[config.mk]
export PLATFORM = sky130hd
export DESIGN_NAME = pick_job_scheduler
export DESIGN_NICKNAME = d
export VERILOG_FILES = /design/src/rtl/pick_job_scheduler.sv
export SDC_FILE = /design/constraint.sdc
export NUM_CORES = 1
export LEC_CHECK = 0
export ABC_CLOCK_PERIOD_IN_PS = 5290
export BUFFER_PORTS_ARGS = -buffer_cell sky130_fd_sc_hd__buf_2
export CORE_MARGIN = 4
export CORE_UTILIZATION = 30
export DETAILED_ROUTE_END_ITERATION = 16
export GPL_TIMING_DRIVEN = 0
export PLACE_DENSITY_LB_ADDON = 0.1
export SLEW_MARGIN = 20
export SYNTH_ARGS = -nofsm -noshare
export SYNTH_HDL_FRONTEND = slang
export SYNTH_SLANG_ARGS = --single-unit
[constraint.sdc]
create_clock -name sys_clk -period 5.29 [get_ports sys_clk]
set_input_delay 1.587 -clock sys_clk [delete_from_list [all_inputs] [get_ports sys_clk]]
set_output_delay 1.587 -clock sys_clk [all_outputs]
set_load 0.01 [all_outputs]
[src/rtl/pick_job_scheduler.sv]
// pick_job_scheduler: queues manual/camera pick jobs and hands them one at a time
// to the motion sequencer, supervising its acknowledge and completion.
module pick_job_scheduler #(
    parameter int DEPTH    = 4,
    parameter int ACK_MAX  = 50_000,
    parameter int DONE_MAX = 1_000_000_000
) (
    input  logic                   sys_clk,
    input  logic                   sys_rst,
    input  logic                   key_valid,
    input  logic [34:0]            key_job,
    input  logic                   cam_valid,
    input  logic [34:0]            cam_job,
    input  logic                   sched_en,
    input  logic                   flush,
    output logic                   job_start,
    output logic [34:0]            job_data,
    input  logic                   job_finish,
    output logic                   busy,
    output logic [$clog2(DEPTH):0] fifo_count,
    output logic                   req_drop,
    output logic                   ack_timeout,
    output logic                   done_timeout,
    output logic [7:0]             jobs_done
);
    localparam int AW   = $clog2(DEPTH);
    localparam int TMAX = DONE_MAX > ACK_MAX ? DONE_MAX : ACK_MAX;
    localparam int CW   = $clog2(TMAX) > 4 ? $clog2(TMAX) : 4;

    typedef enum logic [2:0] {IDLE, ISSUE, WAIT_BUSY, WAIT_DONE, GAP} state_t;

    state_t        state_q, state_d;
    logic [CW-1:0] cnt_q, cnt_d, lim;
    logic [34:0]   mem_q [DEPTH];
    logic [AW-1:0] wr_q, rd_q;
    logic [AW:0]   count_q;
    logic [34:0]   job_q;
    logic          start_q, drop_q, ack_q, ack_d, dto_q, dto_d;
    logic [7:0]    done_q, done_d;
    logic          req, pop, push;

    assign req  = key_valid | cam_valid;
    assign pop  = state_q == IDLE && sched_en && job_finish && count_q != '0;
    // a full queue still accepts a request in the same cycle it pops the head
    assign push = req && !flush && (count_q != (AW+1)'(DEPTH) || pop);

    always_comb begin
        state_d = state_q;
        ack_d   = 1'b0;
        dto_d   = dto_q;
        done_d  = done_q;
        case (state_q)
            IDLE:      state_d = pop ? ISSUE : IDLE;
            ISSUE: begin
                state_d = WAIT_BUSY;
                dto_d   = 1'b0;
            end
            WAIT_BUSY: begin
                ack_d   = job_finish && cnt_q == lim;
                state_d = !job_finish ? WAIT_DONE : ack_d ? GAP : WAIT_BUSY;
            end
            WAIT_DONE: begin
                state_d = job_finish ? GAP : WAIT_DONE;
                done_d  = job_finish ? done_q + 8'd1 : done_q;
                dto_d   = dto_q || (!job_finish && cnt_q == lim);
            end
            GAP:       state_d = cnt_q == lim ? IDLE : GAP;
            default:   state_d = IDLE;
        endcase
        lim   = state_q == WAIT_BUSY ? CW'(ACK_MAX - 1) :
                state_q == WAIT_DONE ? CW'(DONE_MAX - 1) : CW'(15);
        cnt_d = state_d != state_q ? '0 : cnt_q == lim ? cnt_q : cnt_q + CW'(1);
    end

    always_ff @(posedge sys_clk)
        if (push) mem_q[wr_q] <= key_valid ? key_job : cam_job;

    always_ff @(posedge sys_clk or posedge sys_rst) begin
        if (sys_rst) begin
            state_q <= IDLE;
            cnt_q   <= '0;
            wr_q    <= '0;
            rd_q    <= '0;
            count_q <= '0;
            job_q   <= '0;
            start_q <= 1'b0;
            drop_q  <= 1'b0;
            ack_q   <= 1'b0;
            dto_q   <= 1'b0;
            done_q  <= '0;
        end else begin
            state_q <= state_d;
            cnt_q   <= cnt_d;
            wr_q    <= flush ? '0 : wr_q + AW'(push);
            rd_q    <= flush ? '0 : rd_q + AW'(pop);
            count_q <= flush ? '0 : count_q + (AW+1)'(push) - (AW+1)'(pop);
            job_q   <= pop ? mem_q[rd_q] : job_q;
            start_q <= state_q == ISSUE;
            drop_q  <= (key_valid && cam_valid) || (req && !push);
            ack_q   <= ack_d;
            dto_q   <= dto_d;
            done_q  <= done_d;
        end
    end

    assign job_start    = start_q;
    assign job_data     = job_q;
    assign busy         = state_q != IDLE;
    assign fifo_count   = count_q;
    assign req_drop     = drop_q;
    assign ack_timeout  = ack_q;
    assign done_timeout = dto_q;
    assign jobs_done    = done_q;
endmodule

# After elaboration in Yosys (flattened, before gate mapping)
# Memory sizes are Yosys's and may differ from the RTL's. A register that Yosys moved wholly into a read port is not among the register bits.
# Cells that the tools add are included.
# W data, S select, Z words.
totals:
  latch_bits: 0
  rom_bits: 0
  regBits: 52
  inputBits: 77
  mem_count: 1
  out_inout_bits: 51
  ram_bits: 140
op_classes:
  n_mul: 0
  n_mux: 18
  reduce_logical: 20
  div: 0
  magnitude_cmp: 0
  n_shift: 0
  n_eq_ne: 8
  n_addsub: 6
  bitwise: 1
memory_table:
  columns: ["memory", "words", "word_bits", "read_ports", "rd_ports_with_merged_regs", "write_ports", "line_no", "text"]
  rows:
  - ["mem_q", 4, 35, 1, 1, 1, "34", "logic [34:0] mem_q [DEPTH];"]
op_table:
  columns: ["cell", "n"]
  rows:
  - ["$mux W30", 4]
  - ["$mux W35", 1]
  - ["$add A30 B1 Y30 const B", 1]
  - ["$eq A30 B30 Y1", 1]
  - ["$mux W3", 5]
  - ["$pmux W3 S5", 1]
  - ["$logic_and A1 B1 Y1", 9]
  - ["$add A8 B1 Y8 const B", 1]
  - ["$eq A3 B2 Y1 const B", 2]
  - ["$reduce_bool A3 Y1", 2]
  - ["$add A2 B1 Y2", 2]
  - ["$mux W1", 4]
  - ["$mux W2", 2]
  - ["$add A3 B1 Y3", 1]
  - ["$eq A3 B1 Y1 const B", 1]
  - ["$eq A3 B3 Y1 const B", 1]
  - ["$logic_not A1 Y1", 3]
  - ["$logic_not A3 Y1", 1]
  - ["$logic_or A1 B1 Y1", 3]
  - ["$ne A3 B3 Y1", 1]
  - ["$ne A3 B3 Y1 const B", 1]
  - ["$sub A3 B1 Y3", 1]
  - ["$ne A2 B1 Y1 const B", 1]
  - ["$pmux W1 S2", 1]
  - ["other kinds (3)", 3]

# Logic depth before layout (Yosys ltp)
# Gate-level depths: netlist of run 1.
depth:
  word_depth: 10
  depth_mapped: 14

# Worst setup path after synthesis of run 1
# No wires, ideal clock.
synth_path:
  kind: "input port to flip-flop"
  from: "input port job_finish"
  to: "memory mem_q[1][0] (enable)"
  t_required_ns: 4.812
  path_stages: 6
  setup_slack_ns: -0.290
  arrival_ns: 5.101
  path_cell_list: "clkbuf_1 > o311ai_1 > nor2_1 > nand2_1 > a31o_2 > nor3b_1"
synth_via:
  elab_chain_len: 6
synth_lines:
  columns: ["element", "line_no", "text"]
  rows:
  - ["start: declaration", "18", "input logic job_finish,"]
  - ["$logic_and A1 B1 Y1 (2 in series)", "43", "assign pop = state_q == IDLE && sched_en && job_finish && count_q != '0;"]
  - ["$logic_or A1 B1 Y1", "45", "assign push = req && !flush && (count_q != (AW+1)'(DEPTH) || pop);"]
  - ["$logic_and A1 B1 Y1", "45", null]
  - ["$mux W1 (2 in series)", "76", "if (push) mem_q[wr_q] <= key_valid ? key_job : cam_job;"]
  - ["end: declaration", "34", null]
# No other way between the ends.

# Worst setup path in the final report of run 1
layout_path:
  from: "input port job_finish"
  to: "register count_q[2], in the netlist fifo_count[2]"
layout_via:
  elab_chain_len: 7
layout_lines:
  columns: ["element", "line_no", "text"]
  rows:
  - ["$logic_and A1 B1 Y1 (*) (2 in series)", "43", null]
  - ["$logic_or A1 B1 Y1", "45", null]
  - ["$logic_and A1 B1 Y1", "45", null]
  - ["$add A3 B1 Y3", "96", "count_q <= flush ? '0 : count_q + (AW+1)'(push) - (AW+1)'(pop);"]
  - ["$sub A3 B1 Y3 (*)", "96", null]
  - ["$mux W3 (*)", "96", null]
  - ["end signal: assignment", "96", null]
  - ["end: declaration", "36", "logic [AW:0] count_q;"]
# Mark *: on every way between the ends. The rest lies on a longest branch, timed or not.
# A chain may end at the register's enable or synchronous reset.

==> out/summary.md, run 1 <==
The flow ran to the end, and the final reports show no timing, DRC or antenna violations. The clock network fraction of total power is 0.348. The share of the cycle needed by the critical path after routing is 0.728, and the number of endpoints failing setup at the final stage is 0. The run gives 21.7 mm as the final wirelength. Count of buffers from port buffering: 125.

The tools report the sequential fraction of design power as 0.459. The smallest clock period supported by the final layout is computed as 3.85 ns. The run gives 0.00141 W as the switching power summed over all nets.

Detailed routing inserted a total of 5796 vias. The post-synth design cell area was 9440 µm²; the number of global-route vias before repair was 6166. Using the TritonRoute via totals, the vias-per-cell ratio works out to 4.72. Counting both buffers and inverters, the worst setup path holds a total of 4.

In this run the critical register-to-register path is launched from fifo_count[1]. The number of gates resized after CTS was 0. The setup check on the worst reg-to-reg path leaves a slack of 2.06 ns. In this run, distinct cell masters in the synthesized netlist total 50.

For the die area, the log shows 34400 µm². The switching part of the total was 0.277; the remaining antenna violation count after routing was 0. During synthesis, Yosys emitted a total of 0 warnings.

The core footprint is 30800 µm², and the final clock skew is 0.0129 ns. Measured along the x axis, the die boundary spans 185 µm. The logs give 15.0 mm for the half-perimeter wire length after detailed placement and 4.69 nW for the cell leakage power. The maximum fanout along the worst path was 10. By area, the combinational part of the netlist is dominated by multiplexers.

The number of nets in the layout was 894; the count of fill cells added during filler insertion was 2959. The average size of a mapped cell works out to 14.6 µm². The share of the core filled with cells in the final layout was 0.378. The congestion estimate from routability-driven global placement came to 0.738.

Kind of cell adding the most delay to the critical path: buffers and inverters. The startpoint type of the worst setup path was an input port. The tightest min-delay check is of the reg2reg type. The total congestion overflow is 0.

Portion of the post-synthesis area used by sequential elements: 0.676. Startpoint of the most critical hold path: job_data[24]. TritonCTS built the clock tree. In this run, synthesis inferred 140 flip-flops with an integrated enable. Counting flops and latches in the post-synthesis netlist gives 227.

The initialized floorplan defines 64 standard-cell rows. The power consumption is 0.00507 W, and the number of instances on the worst hold path is 2. The post-synthesis net count was 730.

VDD sags by at most 0.209 mV. The critical path is of the in2reg type. The number of remaining DRC errors came out at 0.

The headroom to the max-slew limit was 0.354; the maximum level of the CTS H-tree was 1. The type of element capturing the critical path was a flip-flop. The share of total power in combinational logic is 0.194, and the maximum operating frequency is 260 MHz.

The count of placed standard cells in the final layout, fillers left out is 1227. The critical path goes through clkbuf_1 > o311ai_1 > nor2_1 > nand2_1 > clkbuf_1 > inv_1 > buf_2 > o21ai_0 > ha_1 > fa_1 > xnor2_1 > xnor2_1 > nor2_1. The total routing resource utilization after global routing came out at 0.127. In this run the power density over the cells is 436 nW/µm². Counting cells, the worst reg-to-reg path comes to 13. The fraction of final layout cells sized beyond drive strength 1 was 0.312; the post-synthesis share of cell area spent on xor and xnor gates was 0.0306. The simple-gate share of the synthesized area came out at 0.119. The clock-pin slew reported for the worst setup and hold paths after clock tree synthesis is 0.06 ns. The hold violation count in the final report is 0. At the later pin of the worst-skew pair, clock insertion delay measures 0.52 ns.

The I/O pin count is 128, and the share of cell area taken by muxes after synthesis is 0.128. The worst hold path terminates at job_data[24]. The run gives 227 as the total clock sinks.

The repair_antennas step left the layout with diodes totalling 0. The tools report the number of search-and-repair iterations in the first detailed-routing pass as 4. The first-pass GRT wire length was 34.3 mm; the number of max-slew violations in the final report was 0. The number of CTS-inserted buffers is 27. The signal arrival time at the worst endpoint came out at 4.25 ns.

CTS placed an instance of sky130_fd_sc_hd__clkbuf_16 at the clock tree root. The area growth from synthesis to layout was 23.4%. For the initial antenna violation count, the log shows 0.

Setup repair after global routing left no endpoint under its margin. The tools report the gate count of the mapped netlist as 647. For this run, the leading register cell type out of synthesis is sky130_fd_sc_hd__edfxtp_1. The largest stage delay on the critical path works out to 0.38 ns. Post-CTS timing repair inserted 0 buffers for setup.

The post-synthesis share of cell area spent on full adders, half adders and majority gates is 0.00981. The slowest stage of the critical path belongs to the cell sky130_fd_sc_hd__fa_1. The data required time at the worst endpoint was 5.69 ns. After the first detailed-routing iteration, the DRC count stood at 285. The starting utilization of the core area was 0.306; the placed instance count was 1178. After clock tree synthesis, the flow added hold-fix buffers numbering 0. The share of async-settable or async-resettable flops after synthesis was 0.383; the slew at the pin closest to its max-slew limit was 0.967 ns. The post-synthesis compound-gate area fraction was 0.0205. The routed wirelength normalized by instance count is 17.7 µm.

For the number of buffers on the longest clock path, the log shows 3. The internal power of the cells totals 0.00367 W. The tools report the maximum number of pins on one net before global-route repair as 72.

From bottom edge to top edge, the die measures 185 µm. The tool flagged a number of max-cap violations equal to 0. The endpoint of the most critical register-to-register path was fifo_count[2].
[flip-flops by register name, summed over array words and instances (netlist names), 2 cells and up]
| register | flops |
|---|---|
| cnt_q | 30 |
| fifo_count | 3 |
| job_data | 35 |
| jobs_done | 8 |
| mem_q | 140 |
| rd_q | 2 |
| state_q | 3 |
| wr_q | 2 |
[power by group through the flow]
| stage | clock network [W] | logic [W] | registers (W) |
|---|---|---|---|
| global placement | 0 | 0.000959 | 0.00236 |
| CTS | 0.00183 | 0.00102 | 0.00233 |
| finish | 0.00176 | 0.000982 | 0.00233 |
| floorplan | 0 | 0.000516 | 0.00241 |
| detailed placement | 0 | 0.00102 | 0.00236 |
| global route | 0.00190 | 0.00111 | 0.00236 |
[per-layer routing]
layer / vias up / part of all wire / global-route usage
met4: 0 / 0.018 / 0.0299
li1: 2719 / - / -
met3: 37 / 0.053 / 0.0232
met1: 2912 / 0.45 / 0.177
met2: 128 / 0.48 / 0.208
met5: - / 0 / 0
[how the worst max path moves through the flow]
stage	to	start	cells past startpoint	slack (ns)
2_1_floorplan	mem_q[2][0]	job_finish	8	0.76
3_3_place_gp	mem_q[2][20]	key_valid	6	-1.03
3_5_place_dp	fifo_count[2]	job_finish	14	0.80
4_1_cts	fifo_count[2]	job_finish	14	1.36
5_1_grt	fifo_count[2]	job_finish	13	1.14
6_report	fifo_count[2]	job_finish	13	1.44
[worst register-to-register path, cell delays in order (launching register included)]
cell	delay [ns]
sky130_fd_sc_hd__dfrtp_1	0.44
sky130_fd_sc_hd__o311ai_1	0.38
sky130_fd_sc_hd__nor2_1	0.12
sky130_fd_sc_hd__nand2_1	0.12
sky130_fd_sc_hd__clkbuf_1	0.52
sky130_fd_sc_hd__inv_1	0.12
sky130_fd_sc_hd__buf_2	0.24
sky130_fd_sc_hd__nand2_1	0.13
sky130_fd_sc_hd__o21ai_0	0.10
sky130_fd_sc_hd__ha_1	0.21
sky130_fd_sc_hd__fa_1	0.38
sky130_fd_sc_hd__xnor2_1	0.18
sky130_fd_sc_hd__xnor2_1	0.13
sky130_fd_sc_hd__nor2_1	0.05
[cells in the mapped netlist, drive strengths merged (4+ instances only)]
master	count	share of area
nor2	41	0.016
xor2	14	0.013
clkbuf	16	0.0064
nand4	12	0.0080
buf	12	0.0069
dfrtp	87	0.23
xnor2	19	0.018
nor4	9	0.0066
ha	5	0.0066
nand3	16	0.0085
nand2	125	0.050
inv	7	0.0028
edfxtp	140	0.45
a211o	4	0.0037
mux4	35	0.084
and3	14	0.0093
nor3	12	0.0064
o21ai	6	0.0032
nor2b	7	0.0046
mux2	36	0.043
[cells by family (layout without fill, tap and decap cells)]
| group | after synthesis | after routing |
|---|---|---|
| buffers and inverters | 35 | 219 |
| multiplexers | 72 | 72 |
| XOR/XNOR | 33 | 33 |
| flip-flops | 227 | 227 |
| AO/OA/AOI/OAI | 25 | 25 |
| AND/OR/NAND/NOR | 248 | 248 |
| adder cells (fa/ha/maj) | 7 | 7 |
[per-stage QoR]
| step | cell area [µm²] | setup WS (ns) | hold slack (ns) | TNS [ns] |
|---|---|---|---|---|
| after global placement | 10600 | -1.03 | 0.460 | -83.98 |
| final | 11600 | 1.44 | 0.470 | 0 |
| after detailed placement | 10800 | 0.804 | 0.460 | 0 |
| after CTS | 11600 | 1.36 | 0.474 | 0 |
| after global routing | 11600 | 1.14 | 0.486 | 0 |
| after floorplan | 9450 | 0.758 | 0.489 | 0 |
[cells in the final DEF (no fill, tap or decap), types with 3 or more instances in the layout]
master and count:
sky130_fd_sc_hd__edfxtp_1 140, sky130_fd_sc_hd__buf_2 129, sky130_fd_sc_hd__nand2_1 124, sky130_fd_sc_hd__dfrtp_1 87, sky130_fd_sc_hd__nor2_1 40, sky130_fd_sc_hd__mux2_2 36
sky130_fd_sc_hd__mux4_2 35, sky130_fd_sc_hd__clkbuf_16 27, sky130_fd_sc_hd__clkbuf_1 23, sky130_fd_sc_hd__xnor2_1 19, sky130_fd_sc_hd__nand3_1 16, sky130_fd_sc_hd__xor2_1 14
sky130_fd_sc_hd__and3_1 13, sky130_fd_sc_hd__nand4_1 12, sky130_fd_sc_hd__nor3_1 11, sky130_fd_sc_hd__nor4_1 8, sky130_fd_sc_hd__nor2b_1 7, sky130_fd_sc_hd__inv_1 6
sky130_fd_sc_hd__o21ai_0 6, sky130_fd_sc_hd__buf_1 5, sky130_fd_sc_hd__ha_1 5, sky130_fd_sc_hd__clkinv_1 5, sky130_fd_sc_hd__a211o_1 4, sky130_fd_sc_hd__buf_16 4
sky130_fd_sc_hd__buf_6 3, sky130_fd_sc_hd__clkbuf_8 3, sky130_fd_sc_hd__clkinv_2 3, sky130_fd_sc_hd__buf_8 3
[cell type report]
cell class	count	area (µm²)	area share
Inverter	7	31.3	0.00269
Tap cell	396	495	0.0425
Sequential cell	227	6380	0.548
Clock inverter	12	110	0.00945
Multi-Input combinational cell	385	2940	0.252
Clock buffer	37	743	0.0638
Buffer	28	125	0.0107
Timing Repair Buffer	135	823	0.0707
Power figures use the tool's default switching activity.
==> inputs of run 2 (changes only) <==
--- a/config.mk
+++ b/config.mk
@@ -5,7 +5,8 @@
 export SDC_FILE = /design/constraint.sdc
 export NUM_CORES = 1
 export LEC_CHECK = 0
-export ABC_CLOCK_PERIOD_IN_PS = 5290
+export ABC_AREA = 1
+export ABC_CLOCK_PERIOD_IN_PS = 3850
 export BUFFER_PORTS_ARGS = -buffer_cell sky130_fd_sc_hd__buf_2
 export CORE_MARGIN = 4
 export CORE_UTILIZATION = 30
==> constraint.sdc (replaced) <==
create_clock -name sys_clk -period 3.85 [get_ports sys_clk]
set_input_delay 1.155 -clock sys_clk [delete_from_list [all_inputs] [get_ports sys_clk]]
set_output_delay 1.155 -clock sys_clk [all_outputs]
set_load 0.01 [all_outputs]
==> out/summary.md, run 2 <==
The die span in x was 190 µm (+2.4%); the number of buffers on the longest clock path was 3 (unchanged). The area growth from synthesis to layout is 24.0%. Fraction of final layout cells sized beyond drive strength 1: 0.266 (-0.0454). The startpoint identified for the worst hold timing path is jobs_done[7]. The number of endpoints failing setup at the final stage came out at 0 (unchanged). The remaining antenna violation count after routing is 0 (unchanged). The most common cell after layout, fill and taps aside was sky130_fd_sc_hd__nor2_1. Setup repair after global routing left no endpoint under its margin. The total congestion overflow is 0 (unchanged), and the starting utilization of the core area is 0.304 (-0.00183).

The share of the cycle needed by the critical path after routing came out at 0.846. The run finished with clean final reports. The share of async-settable or async-resettable flops after synthesis was 0.383 (unchanged); the ratio of total power to cell area was 625 nW/µm² (+43%).

The half-perimeter wire length after detailed placement came out at 18.2 mm (+21%). The tools report the gate count of the mapped netlist as 906 (+40%). The share of total power in combinational logic was 0.233 (+0.039); the flip-flop count of the largest register, all copies and words added was 140 (unchanged).

The logs give 0.349 (about the same) for the clock network fraction of total power and 35 (-30%) for the count of cell types in the netlist. The count of synthesis-stage warnings from yosys was 0 (unchanged); the die height was 190 µm (+2.4%). The top cell types in the final layout, fill and taps aside, are 216 x sky130_fd_sc_hd__nor2_1, 140 x sky130_fd_sc_hd__edfxtp_1, 128 x sky130_fd_sc_hd__buf_2.

Register-to-register path setup slack: 0.86 ns (-1.20 ns). The run gives 0 (unchanged) as the number of remaining DRC errors. The ratio of routed vias to standard cells was 4.47 (-5.4%); the clock-pin slew reported for the worst setup and hold paths after clock tree synthesis was 0.06 ns (about the same). The tools report the worst hold slack as 0.458 ns (-0.0121 ns). The total routing resource utilization after global routing was 0.147 (+0.0196).

Most used standard cell by instance count after synthesis: sky130_fd_sc_hd__nor2_1. The switching power summed over all nets is 0.00240 W (+71%), and the headroom to the max-slew limit is 0.430 (+0.0762). For the number of global-route vias before repair, the log shows 7051 (+14%). Timing would allow up to 307 MHz. The power consumption was 0.00769 W (+52%). The number of resized instances in the post-cts repair step is 0 (unchanged). The number of buffers inserted by hold repair at cts is 0 (unchanged).

The first-pass GRT wire length was 41.2 mm (+20%). Maximum fanout along the worst path: 10 (unchanged). The type of the worst setup path was in2reg.

Switching part of the total: 0.313 (+0.0351). The run gives 12.8 mm (+23%) as the wire length on met2. The count of placed standard cells in the final layout, fillers left out came out at 1546 (+26%). The tools report the portion of the post-synthesis area used by sequential elements as 0.643 (-0.0332).

The worst setup path is launched from an input port. The maximum level of the CTS H-tree came out at 1 (unchanged). Type of element capturing the critical path: a flip-flop.

The routability congestion estimate from global placement was 0.780 (+5.7%). By count the netlist is led by 216 x sky130_fd_sc_hd__nor2_1, 140 x sky130_fd_sc_hd__edfxtp_1, 87 x sky130_fd_sc_hd__dfrtp_1, 81 x sky130_fd_sc_hd__o21ai_0, 69 x sky130_fd_sc_hd__nand2_1. End point of the worst hold path: jobs_done[7]. The post-synthesis net count is 989 (+35%). The met1 routed wirelength after detailed routing came out at 12.0 mm (+22%). Number of max-slew violations in the final report: 0 (unchanged). The register bank with the most flops is mem_q.

The maximum number of pins on one net before global-route repair came out at 66 (-8.3%). The antenna diode instance count was 0 (unchanged); the shortest period the worst path allows was 3.26 ns. The tools report the final instance area as 12300 µm² (+5.7%).

The core footprint came out at 32600 µm² (+5.8%). Insertion delay of the later-clocked pin in the worst-skew pair: 0.57 ns (+0.05 ns). The tools report the reg-to-reg critical path startpoint as state_q[1]. TritonCTS built the clock tree. For the final clock skew, the log shows 0.0468 ns (+0.0339 ns).

In this run the top signal layer used is met4. Count of buffers from port buffering: 125 (unchanged). The number of CTS-inserted buffers was 28 (+3.7%). The number of nets in the layout was 1165 (+30%); the number of register bits inferred by synthesis was 227 (unchanged). The post-CTS repair timing setup buffer count was 0 (unchanged). The sequential fraction of design power was 0.419 (-0.040); the internal power was 0.00528 W (+44%). The most frequently used flop master after synthesis was sky130_fd_sc_hd__edfxtp_1. The run gives 6907 (+19%) as the via total after detailed routing. The worst hold path belongs to the class reg2reg. The run gives 904 µm (-21%) as the met3 wire length. Clock tree synthesis selected as its root buffer the cell sky130_fd_sc_hd__clkbuf_16.

The logs give 0 (unchanged) for the hold violation count in the final report and 3.53 ns (-0.72 ns) for the signal arrival time at the worst endpoint. The signal on the critical path passes through clkbuf_1 > nor2_1 > nor2_1 > nand2_1 > nor3_2 > buf_6 > buf_6 > buf_4. The average size of a mapped cell was 11.0 µm² (-25%).

The number of synthesized flops with an enable pin is 140 (unchanged). The share of the synthesized area in the top cell type was 0.423 (-0.0219); the data required time at the worst endpoint was 4.12 ns (-1.57 ns). The tools report the cell leakage power as 4.86 nW (+3.5%).

By area the synthesized netlist is led by sky130_fd_sc_hd__edfxtp_1 42%, sky130_fd_sc_hd__dfrtp_1 22%, sky130_fd_sc_hd__nor2_1 8.2%, sky130_fd_sc_hd__o21ai_0 4.1%, sky130_fd_sc_hd__mux2_2 4.0%. The final wirelength came out at 26.2 mm (+21%). The total clock sinks is 227 (unchanged). Library cell occupying the most area in the post-synthesis netlist: sky130_fd_sc_hd__edfxtp_1.

The logs give 9930 µm² (+5.2%) for the post-synth design cell area and 11300 µm² (+5.1%) for the post-placement cell area. The endpoint of the most critical register-to-register path is mem_q[2][15]. The number of placement rows came out at 66 (+3.1%). The count of cells along the worst register-to-register path was 9 (-4); the iteration-0 DRC count of the detailed router was 333 (+17%).

For the maximum resistive drop on vdd, the log shows 0.398 mV (+90%). The placed instance count is 1494 (+27%). The run gives 0 (unchanged) as the initial antenna violation count.

The I/O pin count was 128 (unchanged). The routed wirelength normalized by instance count is 17.0 µm (-3.9%), and the largest stage delay on the critical path is 0.62 ns (+0.24 ns). The number of instances on the worst hold path came out at 1 (-1). The tools report the die area as 36100 µm² (+4.9%). Reported max-cap violation count: 0 (unchanged).

The slew at the pin closest to its max-slew limit came out at 0.855 ns (-0.111 ns). For the number of search-and-repair iterations in the first detailed-routing pass, the log shows 4 (unchanged). Master of the slowest instance on the critical path: sky130_fd_sc_hd__clkbuf_1.
[run 2: cell count changes after synthesis, sizes merged, moves of 35 or more]
cell / previous run / this run
mux4: 35 / 0
nand2: 125 / 74
a31oi: 0 / 35
inv: 7 / 57
nor2: 41 / 253
o21ai: 6 / 81
[run 2: worst max-delay path, delay by kind of cell]
family                 cells  cell delay, ns
and+or+nand+nor            4            1.12
buffers and inverters      4            1.22
[run 2: power by group through the flow]
stage | Sequential, W | Clock (W) | Combinational (W)
3_3_place_gp | 0.00329 | 0 | 0.00178
3_5_place_dp | 0.00327 | 0 | 0.00185
6_report | 0.00322 | 0.00268 | 0.00179
4_1_cts | 0.00323 | 0.00276 | 0.00185
5_1_grt | 0.00326 | 0.00287 | 0.00203
2_1_floorplan | 0.00332 | 0 | 0.00104
[run 2: worst max-delay path by stage]
stage	from	endpoint	cells past startpoint
global placement	key_valid	mem_q[3][14]	5
detailed placement	key_valid	mem_q[2][13]	8
global route	key_valid	mem_q[2][11]	8
finish	key_valid	mem_q[2][15]	8
floorplan	key_valid	mem_q[0][0]	5
CTS	key_valid	mem_q[3][18]	8
[run 2: area by class of cell]
type	instances	area, µm²
plain buffers	40	176
clock buffers	37	795
clock inverters	15	169
fillers	3266	20300
inverters	59	226
multi-input cells	580	3170
flip-flops and latches	227	6380
well taps	442	553
repair buffers	146	837
[run 2: routing by layer]
metal / track usage / up-vias
met4: 0.0359 / 0
met2: 0.249 / 129
met5: 0 / -
met1: 0.198 / 3298
met3: 0.0228 / 41
li1: - / 3439
[run 2: kinds of logic after synthesis]
family / count (synthesis) / synth area share
and+or+nand+nor: 385 / 0.174
DFF: 227 / 0.643
AOI/OAI and AO/OA: 123 / 0.0674
buffers and inverters: 99 / 0.0401
muxes: 35 / 0.0397
xor gates and xnor gates: 31 / 0.0274
adders and majority gates: 6 / 0.00832
[run 2: through the flow]
step | util | setup slack (ns) | setup TNS, ns
floorplan | - | -0.779 | -109.03
global placement | 0.340 | -4.00 | -655.65
global route | 0.377 | 0.446 | 0
CTS | 0.377 | 0.518 | 0
finish | 0.377 | 0.591 | 0
detailed placement | 0.348 | -0.0816 | -0.958
==> inputs of run 3 (changes only) <==
--- a/config.mk
+++ b/config.mk
@@ -6,7 +6,7 @@
 export NUM_CORES = 1
 export LEC_CHECK = 0
 export ABC_AREA = 1
-export ABC_CLOCK_PERIOD_IN_PS = 3850
+export ABC_CLOCK_PERIOD_IN_PS = 3280
 export BUFFER_PORTS_ARGS = -buffer_cell sky130_fd_sc_hd__buf_2
 export CORE_MARGIN = 4
 export CORE_UTILIZATION = 30
==> constraint.sdc (replaced) <==
create_clock -name sys_clk -period 3.28 [get_ports sys_clk]
set_input_delay 0.984 -clock sys_clk [delete_from_list [all_inputs] [get_ports sys_clk]]
set_output_delay 0.984 -clock sys_clk [all_outputs]
set_load 0.01 [all_outputs]
==> out/summary.md, run 3 (same netlist as run 2, synthesis figures left out) <==
The tools report the type of element capturing the critical path as a flip-flop. For the core footprint, the log shows 32600 µm² (unchanged). The run gives 0.0360 ns (-0.0108 ns) as the final clock skew. For this design, the slowest cell found on the critical path is sky130_fd_sc_hd__nor3_4.

The worst setup path is of the in2reg kind. The number of stages on the worst setup path was 7 (-1); the number of max-slew violations in the final report was 0 (unchanged). The path class of the tightest hold or removal check is in2async. Reg-to-reg critical path startpoint: state_q[1]. The post-CTS repair timing setup buffer count is 0 (unchanged), and the die height is 190 µm (unchanged). The logs give 3.17 ns (-0.36 ns) for the signal arrival time at the worst endpoint and 18.1 mm (-0.92%) for the half-perimeter wire length after detailed placement. The run gives 128 (unchanged) as the I/O pin count. The critical path goes through clkbuf_1 > nor2_1 > nor2_1 > nand2_1 > nor3_4 > buf_8 > buf_6.

The slew at the pin closest to its max-slew limit was 0.789 ns (-0.0659 ns). The shortest period the worst path allows came out at 2.91 ns. The insertion delay of the later-clocked pin in the worst-skew pair is 0.56 ns (about the same). The hold violation count in the final report was 0 (unchanged); the via total after detailed routing was 6880 (-0.39%).

The maximum fanout along the worst path works out to 10 (unchanged). The number of buffers on the longest clock path is 3 (unchanged), and the die span in x is 190 µm (unchanged). Register bank with the most flops: mem_q. The tools report the starting utilization of the core area as 0.304 (unchanged). The count of placed standard cells in the final layout, fillers left out was 1538 (-0.52%); the ratio of routed vias to standard cells was 4.47 (+0.13%). The routed wirelength normalized by instance count is 17.0 µm (+0.46%). The maximum level of the CTS H-tree was 1 (unchanged); the sum of negative setup slack was 0 ns (unchanged).

The tools report the maximum resistive drop on vdd as 0.406 mV (+2.1%). The number of CTS-inserted buffers is 28 (unchanged). Leaving out fill and tap cells, the most frequent cells in the layout are 216 x sky130_fd_sc_hd__nor2_1, 140 x sky130_fd_sc_hd__edfxtp_1, 128 x sky130_fd_sc_hd__buf_2. The iteration-0 DRC count of the detailed router is 370 (+11%), and the cell leakage power is 4.79 nW (-1.4%).

In this run the worst setup path begins at key_valid. In this run the clock root is driven by a sky130_fd_sc_hd__clkbuf_16. The tools report the power consumption as 0.00877 W (+14%).

The logs give 0 (unchanged) for the number of buffers inserted by hold repair at cts and 36100 µm² (unchanged) for the die area. The share of the cycle needed by the critical path after routing was 0.887. Count of cells along the worst register-to-register path: 8 (-1). The total congestion overflow came out at 0 (unchanged). The tools report the remaining antenna violation count after routing as 0 (unchanged). The worst hold slack was 0.428 ns (-0.0300 ns); the count of buffers from port buffering was 125 (unchanged). The logs give 0 (unchanged) for the number of resized instances in the post-cts repair step and 58 (-12%) for the maximum number of pins on one net before global-route repair. The clock-pin slew reported for the worst setup and hold paths after clock tree synthesis came out at 0.06 ns (about the same). The startpoint type of the worst setup path was an input port.

The flip-flop count of the largest register, all copies and words added is 140 (unchanged). On the critical path the largest part of the delay comes from simple AND/OR/NAND/NOR gates. The number of global-route vias before repair is 7078 (+0.38%).

The number of search-and-repair iterations in the first detailed-routing pass came out at 4 (unchanged). The share of the core filled with cells in the final layout was 0.375 (-0.00222). Setup repair after global routing left no endpoint under its margin. The headroom to the max-slew limit was 0.474 (+0.0439).

For the number of nets in the layout, the log shows 1157 (-0.69%). The antenna diode instance count was 0 (unchanged); the first-pass GRT wire length was 40.6 mm (-1.5%). The fraction of final layout cells sized beyond drive strength 1 works out to 0.255 (-0.0117).

Compared with the post-synthesis result, the final layout area differs by 23.2%. The run gives 66 (unchanged) as the number of placement rows. The total buffers and inverters traversed by the critical path is 3 (-1), and the largest stage delay on the critical path is 0.65 ns (+0.03 ns).

Data required time at the worst endpoint: 3.54 ns (-0.58 ns). Derived from the worst setup path, the maximum achievable clock frequency is 344 MHz. The initial antenna violation count came out at 0 (unchanged). The flow ran to the end, and the final reports show no timing, DRC or antenna violations. The count of fill cells added during filler insertion was 3306 (+1.2%). Most common cell after layout, fill and taps aside: sky130_fd_sc_hd__nor2_1. The ratio of total power to cell area is 717 nW/µm² (+15%), and the number of remaining DRC errors is 0 (unchanged).

The tools report the final wirelength as 26.2 mm (about the same). Total routing resource utilization after global routing: 0.145 (-0.00197). The tools report the reported max-cap violation count as 0 (unchanged). TritonCTS built the clock tree. For the number of endpoints failing setup at the final stage, the log shows 0 (unchanged). The routability congestion estimate from global placement was 0.775 (-0.62%); the placed instance count was 1486 (-0.54%).

In this design, the critical path's most frequently occurring cell is sky130_fd_sc_hd__nor2_1. For the total clock sinks, the log shows 227 (unchanged).
[run 3: where the power goes]
part	total (W)	internal, W	switching, W
combinational	0.00210	0.000767	0.00133
clock	0.00288	0.00169	0.00119
sequential	0.00379	0.00351	0.000281
total	0.00877	0.00597	0.00281
[run 3: final timing paths]
kind | endpoint | slack (ns)
worst max-delay path | mem_q[0][13] | 0.37
max in group asynchronous | job_data[24] | 2.23
worst min register to register | jobs_done[7] | 0.46
worst min-delay path | job_data[18] | 0.43
worst max register to register | mem_q[0][13] | 0.42
min in group sys_clk | jobs_done[7] | 0.46
[run 3: metrics by stage]
| stage | setup WS (ns) | instance area, µm² |
|---|---|---|
| finish | 0.371 | 12200 |
| CTS | 0.304 | 12200 |
| global placement | -2.12 | 11100 |
| detailed placement | -0.293 | 11400 |
| floorplan | -0.152 | 9950 |
| global route | 0.173 | 12200 |
[run 3: layout make-up]
type,count,area (µm²),area share
Inverter,59,226,0.0185
Timing Repair Buffer,138,830,0.0678
Tap cell,442,553,0.0452
Clock buffer,37,754,0.0617
Multi-Input combinational cell,580,3190,0.261
Sequential cell,227,6380,0.522
Clock inverter,15,119,0.00972
Buffer,40,176,0.0144
[run 3: layer usage]
layer / GRT usage / wire length, µm / vias to the layer above
li1: - / - / 3424
met1: 0.190 / 11800 / 3307
met2: 0.253 / 13000 / 115
met3: 0.0198 / 830 / 34
met4: 0.0364 / 544 / 0
met5: 0 / 0 / -
